**config.mk**
```make
export PLATFORM = sky130hd
export DESIGN_NAME = calc_sequencer
export DESIGN_NICKNAME = d
export VERILOG_FILES = /design/src/rtl/calc_pkg.sv /design/src/rtl/calc_operand_acc.sv /design/src/rtl/calc_sequencer.sv
export SDC_FILE = /design/constraint.sdc
export NUM_CORES = 1
export LEC_CHECK = 0
export ABC_AREA = 1
export CORE_MARGIN = 2
export CORE_UTILIZATION = 47
export DETAILED_ROUTE_END_ITERATION = 8
export GPL_TIMING_DRIVEN = 0
export PLACE_DENSITY = 0.81
export SLEW_MARGIN = 40
export SYNTH_ARGS = -nofsm -noshare
export SYNTH_HDL_FRONTEND = slang
export SYNTH_HIERARCHICAL = 1
export SYNTH_SLANG_ARGS = --single-unit
```
**constraint.sdc**
```tcl
create_clock -name clk_in -period 5.25 [get_ports clk_in]
set_clock_uncertainty 0.05 [all_clocks]
set_input_delay 1.575 -clock clk_in [delete_from_list [all_inputs] [get_ports clk_in]]
set_output_delay 1.575 -clock clk_in [all_outputs]
set_load 0.03 [all_outputs]
```
**src/rtl/calc_pkg.sv**
```systemverilog
// rtl/calc_pkg.sv - shared key codes, state, alu_op and display-mode encodings for the calculator
package calc_pkg;

    localparam logic [4:0] KEY_ADD = 5'd10;
    localparam logic [4:0] KEY_SUB = 5'd11;
    localparam logic [4:0] KEY_MUL = 5'd12;
    localparam logic [4:0] KEY_DIV = 5'd13;
    localparam logic [4:0] KEY_EQ  = 5'd14;
    localparam logic [4:0] KEY_MEM = 5'd15;

    // Largest value a 3-digit operand can hold; recall and chaining refuse anything bigger.
    localparam int MAX_VALUE = 999;

    typedef enum logic [2:0] {
        ST_ENTER_A,
        ST_ENTER_B,
        ST_EXEC,
        ST_SHOW,
        ST_ERROR
    } state_e;

    typedef enum logic [1:0] {
        OP_ADD = 2'd0,
        OP_SUB = 2'd1,
        OP_MUL = 2'd2,
        OP_DIV = 2'd3
    } alu_op_e;

    typedef enum logic [1:0] {
        DISP_OPERAND  = 2'd0,
        DISP_OPERATOR = 2'd1,
        DISP_RESULT   = 2'd2,
        DISP_ERROR    = 2'd3
    } disp_mode_e;

endpackage

```
**src/rtl/calc_operand_acc.sv**
```systemverilog
// rtl/calc_operand_acc.sv - decimal operand accumulator (acc*10+digit) with saturating digit count
module calc_operand_acc #(
    parameter int OPW        = 10,
    parameter int MAX_DIGITS = 3,
    parameter int CNTW       = $clog2(MAX_DIGITS + 1)
) (
    input  logic            clk_in,
    input  logic            reset,
    input  logic            clear,
    input  logic            load_digit,
    input  logic [3:0]      digit,
    input  logic            load_value,
    input  logic [OPW-1:0]  value,
    output logic [OPW-1:0]  acc,
    output logic [CNTW-1:0] cnt
);

    logic [OPW-1:0]  acc_q, acc_d, base_acc;
    logic [CNTW-1:0] cnt_q, cnt_d, base_cnt;

    // clear combined with load_digit starts a fresh operand holding just that digit
    always_comb begin
        base_acc = clear ? '0 : acc_q;
        base_cnt = clear ? '0 : cnt_q;
        acc_d    = base_acc;
        cnt_d    = base_cnt;
        if (load_value) begin
            acc_d = value;
            cnt_d = CNTW'(MAX_DIGITS);
        end else if (load_digit && (base_cnt < CNTW'(MAX_DIGITS))) begin
            acc_d = base_acc * OPW'(10) + OPW'(digit);
            cnt_d = base_cnt + 1'b1;
        end
    end

    // operand registers
    always_ff @(posedge clk_in) begin
        if (reset) begin
            acc_q <= '0;
            cnt_q <= '0;
        end else begin
            acc_q <= acc_d;
            cnt_q <= cnt_d;
        end
    end

    assign acc = acc_q;
    assign cnt = cnt_q;

endmodule

```
**src/rtl/calc_sequencer.sv**
```systemverilog
// rtl/calc_sequencer.sv - keypad calculator controller; define CALC_CHAIN_EN to chain an operator after a result
module calc_sequencer
    import calc_pkg::*;
#(
    parameter int OPW        = 10,
    parameter int RESW       = 20,
    parameter int MAX_DIGITS = 3,
    parameter int IDLE_CODE  = 31
) (
    input  logic            clk_in,
    input  logic            reset,
    input  logic [4:0]      key_code,
    output logic            alu_start,
    output logic [1:0]      alu_op,
    output logic [OPW-1:0]  alu_a,
    output logic [OPW-1:0]  alu_b,
    input  logic            alu_done,
    input  logic [RESW-1:0] alu_result,
    output logic [RESW-1:0] disp_value,
    output logic [1:0]      disp_mode,
    output logic            busy,
    output logic            err
);

    localparam int         CNTW = $clog2(MAX_DIGITS + 1);
    localparam logic [4:0] IDLE = 5'(IDLE_CODE);

    state_e          state_q, state_d;
    logic [4:0]      key_prev_q, key_prev_d;
    logic [OPW-1:0]  a_q, a_d;
    alu_op_e         op_q, op_d;
    logic [RESW-1:0] result_q, result_d;
    logic [RESW-1:0] mem_q, mem_d;
    logic            first_q, first_d;
    logic [OPW-1:0]  alu_a_q, alu_a_d;
    logic [OPW-1:0]  alu_b_q, alu_b_d;
    alu_op_e         alu_op_q, alu_op_d;

    logic            acc_clear, acc_load_digit, acc_load_value;
    logic [OPW-1:0]  acc;
    logic [CNTW-1:0] cnt;

    logic            press, key_is_digit, key_is_op, key_is_eq, key_is_mem;
    logic            mem_ok, div_zero, sub_neg;
    alu_op_e         key_op;

    // one shared accumulator serves A entry, then B entry
    calc_operand_acc #(
        .OPW        (OPW),
        .MAX_DIGITS (MAX_DIGITS),
        .CNTW       (CNTW)
    ) u_acc (
        .clk_in     (clk_in),
        .reset      (reset),
        .clear      (acc_clear),
        .load_digit (acc_load_digit),
        .digit      (key_code[3:0]),
        .load_value (acc_load_value),
        .value      (mem_q[OPW-1:0]),
        .acc        (acc),
        .cnt        (cnt)
    );

    // key classification and press-edge detection
    always_comb begin
        key_prev_d   = key_code;
        press        = (key_code != IDLE) && (key_prev_q == IDLE);
        key_is_digit = key_code <= 5'd9;
        key_is_op    = (key_code >= KEY_ADD) && (key_code <= KEY_DIV);
        key_is_eq    = key_code == KEY_EQ;
        key_is_mem   = key_code == KEY_MEM;
        key_op       = alu_op_e'(2'(key_code - KEY_ADD));
        mem_ok       = ((mem_q >> OPW) == '0) && (mem_q <= RESW'(MAX_VALUE));
        div_zero     = (op_q == OP_DIV) && (acc == '0);
        sub_neg      = (op_q == OP_SUB) && (acc > a_q);
    end

    // next-state and datapath control
    always_comb begin
        state_d        = state_q;
        a_d            = a_q;
        op_d           = op_q;
        result_d       = result_q;
        mem_d          = mem_q;
        first_d        = 1'b0;
        alu_a_d        = alu_a_q;
        alu_b_d        = alu_b_q;
        alu_op_d       = alu_op_q;
        acc_clear      = 1'b0;
        acc_load_digit = 1'b0;
        acc_load_value = 1'b0;
        case (state_q)
            ST_ENTER_A, ST_ENTER_B: begin
                if (press) begin
                    if (key_is_digit) begin
                        acc_load_digit = 1'b1;
                    end else if (key_is_op) begin
                        if (state_q == ST_ENTER_B) begin
                            op_d = key_op;
                        end else if (cnt != '0) begin
                            a_d       = acc;
                            op_d      = key_op;
                            acc_clear = 1'b1;
                            state_d   = ST_ENTER_B;
                        end
                    end else if (key_is_eq) begin
                        if ((state_q == ST_ENTER_B) && (cnt != '0)) begin
                            if (div_zero || sub_neg) begin
                                state_d = ST_ERROR;
                            end else begin
                                state_d  = ST_EXEC;
                                first_d  = 1'b1;
                                alu_a_d  = a_q;
                                alu_b_d  = acc;
                                alu_op_d = op_q;
                            end
                        end
                    end else if (key_is_mem) begin
                        if (mem_ok) acc_load_value = 1'b1;
                        else        state_d = ST_ERROR;
                    end
                end
            end
            ST_EXEC: begin
                // a done pulse coinciding with the start pulse cannot belong to this operation
                if (alu_done && !first_q) begin
                    result_d = alu_result;
                    mem_d    = alu_result;
                    state_d  = ST_SHOW;
                end
            end
            ST_SHOW, ST_ERROR: begin
                if (press) begin
                    if (key_is_digit) begin
                        acc_clear      = 1'b1;
                        acc_load_digit = 1'b1;
                        state_d        = ST_ENTER_A;
                    end else if (key_is_mem) begin
                        if (mem_ok) begin
                            acc_load_value = 1'b1;
                            state_d        = ST_ENTER_A;
                        end else begin
                            state_d = ST_ERROR;
                        end
                    end
`ifdef CALC_CHAIN_EN
                    else if (key_is_op && (state_q == ST_SHOW)) begin
                        if (result_q <= RESW'(MAX_VALUE)) begin
                            a_d       = result_q[OPW-1:0];
                            op_d      = key_op;
                            acc_clear = 1'b1;
                            state_d   = ST_ENTER_B;
                        end else begin
                            state_d = ST_ERROR;
                        end
                    end
`endif
                end
            end
            default: state_d = ST_ENTER_A;
        endcase
    end

    // state and datapath registers
    always_ff @(posedge clk_in) begin
        if (reset) begin
            state_q    <= ST_ENTER_A;
            key_prev_q <= IDLE;
            a_q        <= '0;
            op_q       <= OP_ADD;
            result_q   <= '0;
            mem_q      <= '0;
            first_q    <= 1'b0;
            alu_a_q    <= '0;
            alu_b_q    <= '0;
            alu_op_q   <= OP_ADD;
        end else begin
            state_q    <= state_d;
            key_prev_q <= key_prev_d;
            a_q        <= a_d;
            op_q       <= op_d;
            result_q   <= result_d;
            mem_q      <= mem_d;
            first_q    <= first_d;
            alu_a_q    <= alu_a_d;
            alu_b_q    <= alu_b_d;
            alu_op_q   <= alu_op_d;
        end
    end

    // ALU handshake, status and display outputs
    always_comb begin
        alu_start  = (state_q == ST_EXEC) && first_q;
        busy       = state_q == ST_EXEC;
        err        = state_q == ST_ERROR;
        alu_a      = alu_a_q;
        alu_b      = alu_b_q;
        alu_op     = alu_op_q;
        disp_value = RESW'(acc);
        disp_mode  = DISP_OPERAND;
        case (state_q)
            ST_ENTER_B: if (cnt == '0) disp_mode = DISP_OPERATOR;
            ST_SHOW: begin
                disp_value = result_q;
                disp_mode  = DISP_RESULT;
            end
            ST_ERROR: begin
                disp_value = '0;
                disp_mode  = DISP_ERROR;
            end
            default: ;
        endcase
    end

endmodule

```
==> run metrics <==
status completed; Worst Hold Class reg -> reg; Non-Filler Instances slightly above 800; CORE AREA 0.008806 mm2; dpl cells 797; crit path DAT 5030 ps; clk_lat worst skew around 350 ps; GPL Wtd Cong around 0.93; Multi-input gate area 0.002315 mm2; flop2flop setup slack 1770 ps; pin count of the biggest net entering global routing 13; Final setup viols 0; Syn Nets 667; die area about 0.01 mm2; FF-to-FF Start state_q[1]; Crit path max-delay family simple AND/OR/NAND/NOR gates; Startpoint Class input pin; Mapped Area roughly 0.0043 mm2; CTS tree done; switching portion of total power 24.00%; antenna violations before repair 0; CP required 5440 ps; final critical-path required period 4843 ps; Hold Path Depth 2; Ys Warns 6; clk sinks 75; initial core utilization 48.93%; worst-path maximum fanout 10; Logic pwr share 10.2%; number of port buffers 74; Detailed Route WL between 10,000 and 15,000 um; crit end category register; Tot Pwr 1.234 mW; Slew @ Worst Pin roughly 550 ps; P_int between 0.9 and 1 mW; vias in the first global route between 4,000 and 5,000; DR DRC count 0; worst-path cell chain clkdlybuf4s50_1, inv_1, nand2_2, a21oi_2, inv_1, nor2_1, nand2_1, o21ai_0, buf_6, nor2_1, nor2_1, nor2_1, ha_1, fa_1, nand2_1, inv_1, nand3_2, nor2_1, nand3_1, nor2_1, nand2_1, nand3_1, a21oi_2; row cnt 34; slowest CP cell fa_1; final instance area 0.005424 mm2; overall die height 99.75 um; Top cell by count, worst path nor2_1; period utilisation layout 92.24%; DR vias about 4,300; TritonCTS Buffers 9; Layout area overhead 25.87%; max_slew headroom 63.40%; kind of critical path in -> reg; Yosys reg bits 75; Ports 75; f_max 206.5 MHz; gr usage total 24.05%; ratio of cells with drive above 1 in the final layout 11.22%; Filler Cell Count 786; Final #Nets 752; Area after DPL 0.005185 mm2; worst path bufs/invs 5; r2r endpoint u_acc/acc[9]; dpl hpwl 9095 um; register area 0.001501 mm2; final core utilization slightly above 60%; max cap viols 0; die width around 100 um; drt pass-1 iters 5; Netlist cell types 37; register area share after synthesis between 30% and 40%; CTS Buffer Depth 2; Overflow after GRT 0; Final Hold Vio Count 0; H-tree levels 3; Leak 2.261 nW; cell count after synthesis 615; RSZ-0062 raised after global routing no; post-route ant nets 0; DR WL/cell 14.33 um; ant diodes 0; first-pass GRT wire length 19,190 um; fin. max-slew vios 0; cells on worst reg2reg path 19; Power Density 227.6 mW/mm2; Starting DRT DRC Count 260; HP Start alu_op[0]; Avg Cell Area, Syn roughly 7 um2; sw power 0.2963 mW; vias per inst 5.339; CP peak stage delay 530 ps; register share of total power a little under half; clk root buf clkbuf_8; Hold EP alu_op[0]; Clock Pin Slew Worst Setup and Hold Paths about 80 ps; Peak supply drop around 0.17 mV; Sum Neg Setup Slack 0 ps; Clock Power Share 43.0%
registers in the layout (all words and copies together), names as in the netlist:
register	flops
alu_op	2
key_prev_q	5
a_q	10
state_q	3
mem_q	20
u_acc/acc	10
u_acc/cnt	2
first_q	1
op_q	2
alu_a	10
alu_b	10
worst max path at each step:
stage / start / end / slack (ps) / cells past startpoint
after global routing: key_code[2] / u_acc/acc[9] / 30 / 23
after CTS: key_code[1] / u_acc/acc[9] / 200 / 22
final: key_code[2] / u_acc/acc[9] / 410 / 23
after detailed placement: key_code[1] / u_acc/acc[9] / -140 / 21
after global placement: key_code[2] / u_acc/acc[9] / -110 / 21
after floorplan: key_code[2] / u_acc/acc[8] / 890 / 19
cell families after synthesis:
group	share of synthesized area, %
buf+inv	11.64
simple gates	26.36
compound gates	19.63
xor+xnor	0.2033
flops	34.84
fa+ha+maj	7.317
power by group through the flow:
stage	clock [mW]	combinational (mW)	sequential, mW
after floorplan	0	0.0753	0.590
after global placement	0	0.121	0.591
after detailed placement	0	0.124	0.591
after CTS	0.526	0.125	0.578
after global routing	0.553	0.141	0.579
final	0.530	0.126	0.578
synth_stat cells, drive strengths merged:
cell type / number / share of area (%)
a211oi: 13 / 2.4
a21oi: 52 / 7.9
a22oi: 5 / 0.87
a31oi: 1 / 0.15
a32oi: 1 / 0.20
buf: 12 / 2.2
clkbuf: 11 / 0.96
dfxtp: 75 / 35
fa: 2 / 0.93
ha: 22 / 6.4
inv: 97 / 8.5
nand2: 103 / 9.3
nand3: 40 / 5.4
nand3b: 1 / 0.17
nand4: 9 / 1.3
nor2: 98 / 9.3
nor3: 4 / 0.46
o21ai: 61 / 7.3
o221a: 1 / 0.26
o221ai: 1 / 0.20
o22ai: 3 / 0.44
or2: 2 / 0.35
xnor2: 1 / 0.20
worst reg2reg max path: stages, from the launching register on:
cell     delay (ps)
dfxtp_1         330
buf_2           190
nand2_1         210
nand2_1         200
nand2_1         110
o21ai_0          90
buf_6           160
nor3_2          310
nor2_1           80
ha_1            270
fa_1            530
nand2_1          70
inv_1            70
nand3_2          80
nor2_1          140
nand3_1         130
nor2_1          110
nand2_1          60
nand3_1         120
a21oi_2          60
stage by stage:
| step | setup slack [ps] | hold WS, ps |
|---|---|---|
| 4_1_cts | 196.7 | 411.1 |
| 3_5_place_dp | -140.3 | 398.9 |
| 2_1_floorplan | 885.1 | 394.5 |
| 6_report | 407.4 | 412.7 |
| 5_1_grt | 28.84 | 429.1 |
| 3_3_place_gp | -105.3 | 393.7 |
per-layer routing:
| metal | part of all wire (%) | vias up | track usage [%] |
|---|---|---|---|
| met5 | 0 | - | 0 |
| met4 | 2.2 | 0 | 10.01 |
| met3 | 5.3 | 22 | 3.865 |
| met2 | 47 | 158 | 40.44 |
| met1 | 45 | 1988 | 30.66 |
| li1 | - | 2167 | - |
timing repair:
action | in CTS | in global routing
buffers inserted | 0 | 0
hold buffers | 0 | 0
setup endpoints to repair | 0 | 3
gates resized for setup | 0 | 2
area by class of cell:
type / count / area share (%)
clock buffers: 10 / 2.353
clock inverters: 5 / 1.892
flip-flops and latches: 75 / 27.68
inverters: 97 / 6.759
well taps: 108 / 2.491
multi-input cells: 420 / 42.68
repair buffers: 74 / 13.66
plain buffers: 23 / 2.491
placed cells by master (no fill, tap or decap), drive strengths merged, types with 2 or more instances in the layout:
master / n
a211oi: 13
a21oi: 52
a22oi: 5
buf: 12
bufinv: 3
clkbuf: 21
clkdlybuf4s50: 74
dfxtp: 75
fa: 2
ha: 22
inv: 97
nand2: 103
nand3: 40
nand4: 9
nor2: 98
nor3: 4
o21ai: 61
o22ai: 3
or2: 2
(Power assumes the default switching activity.)
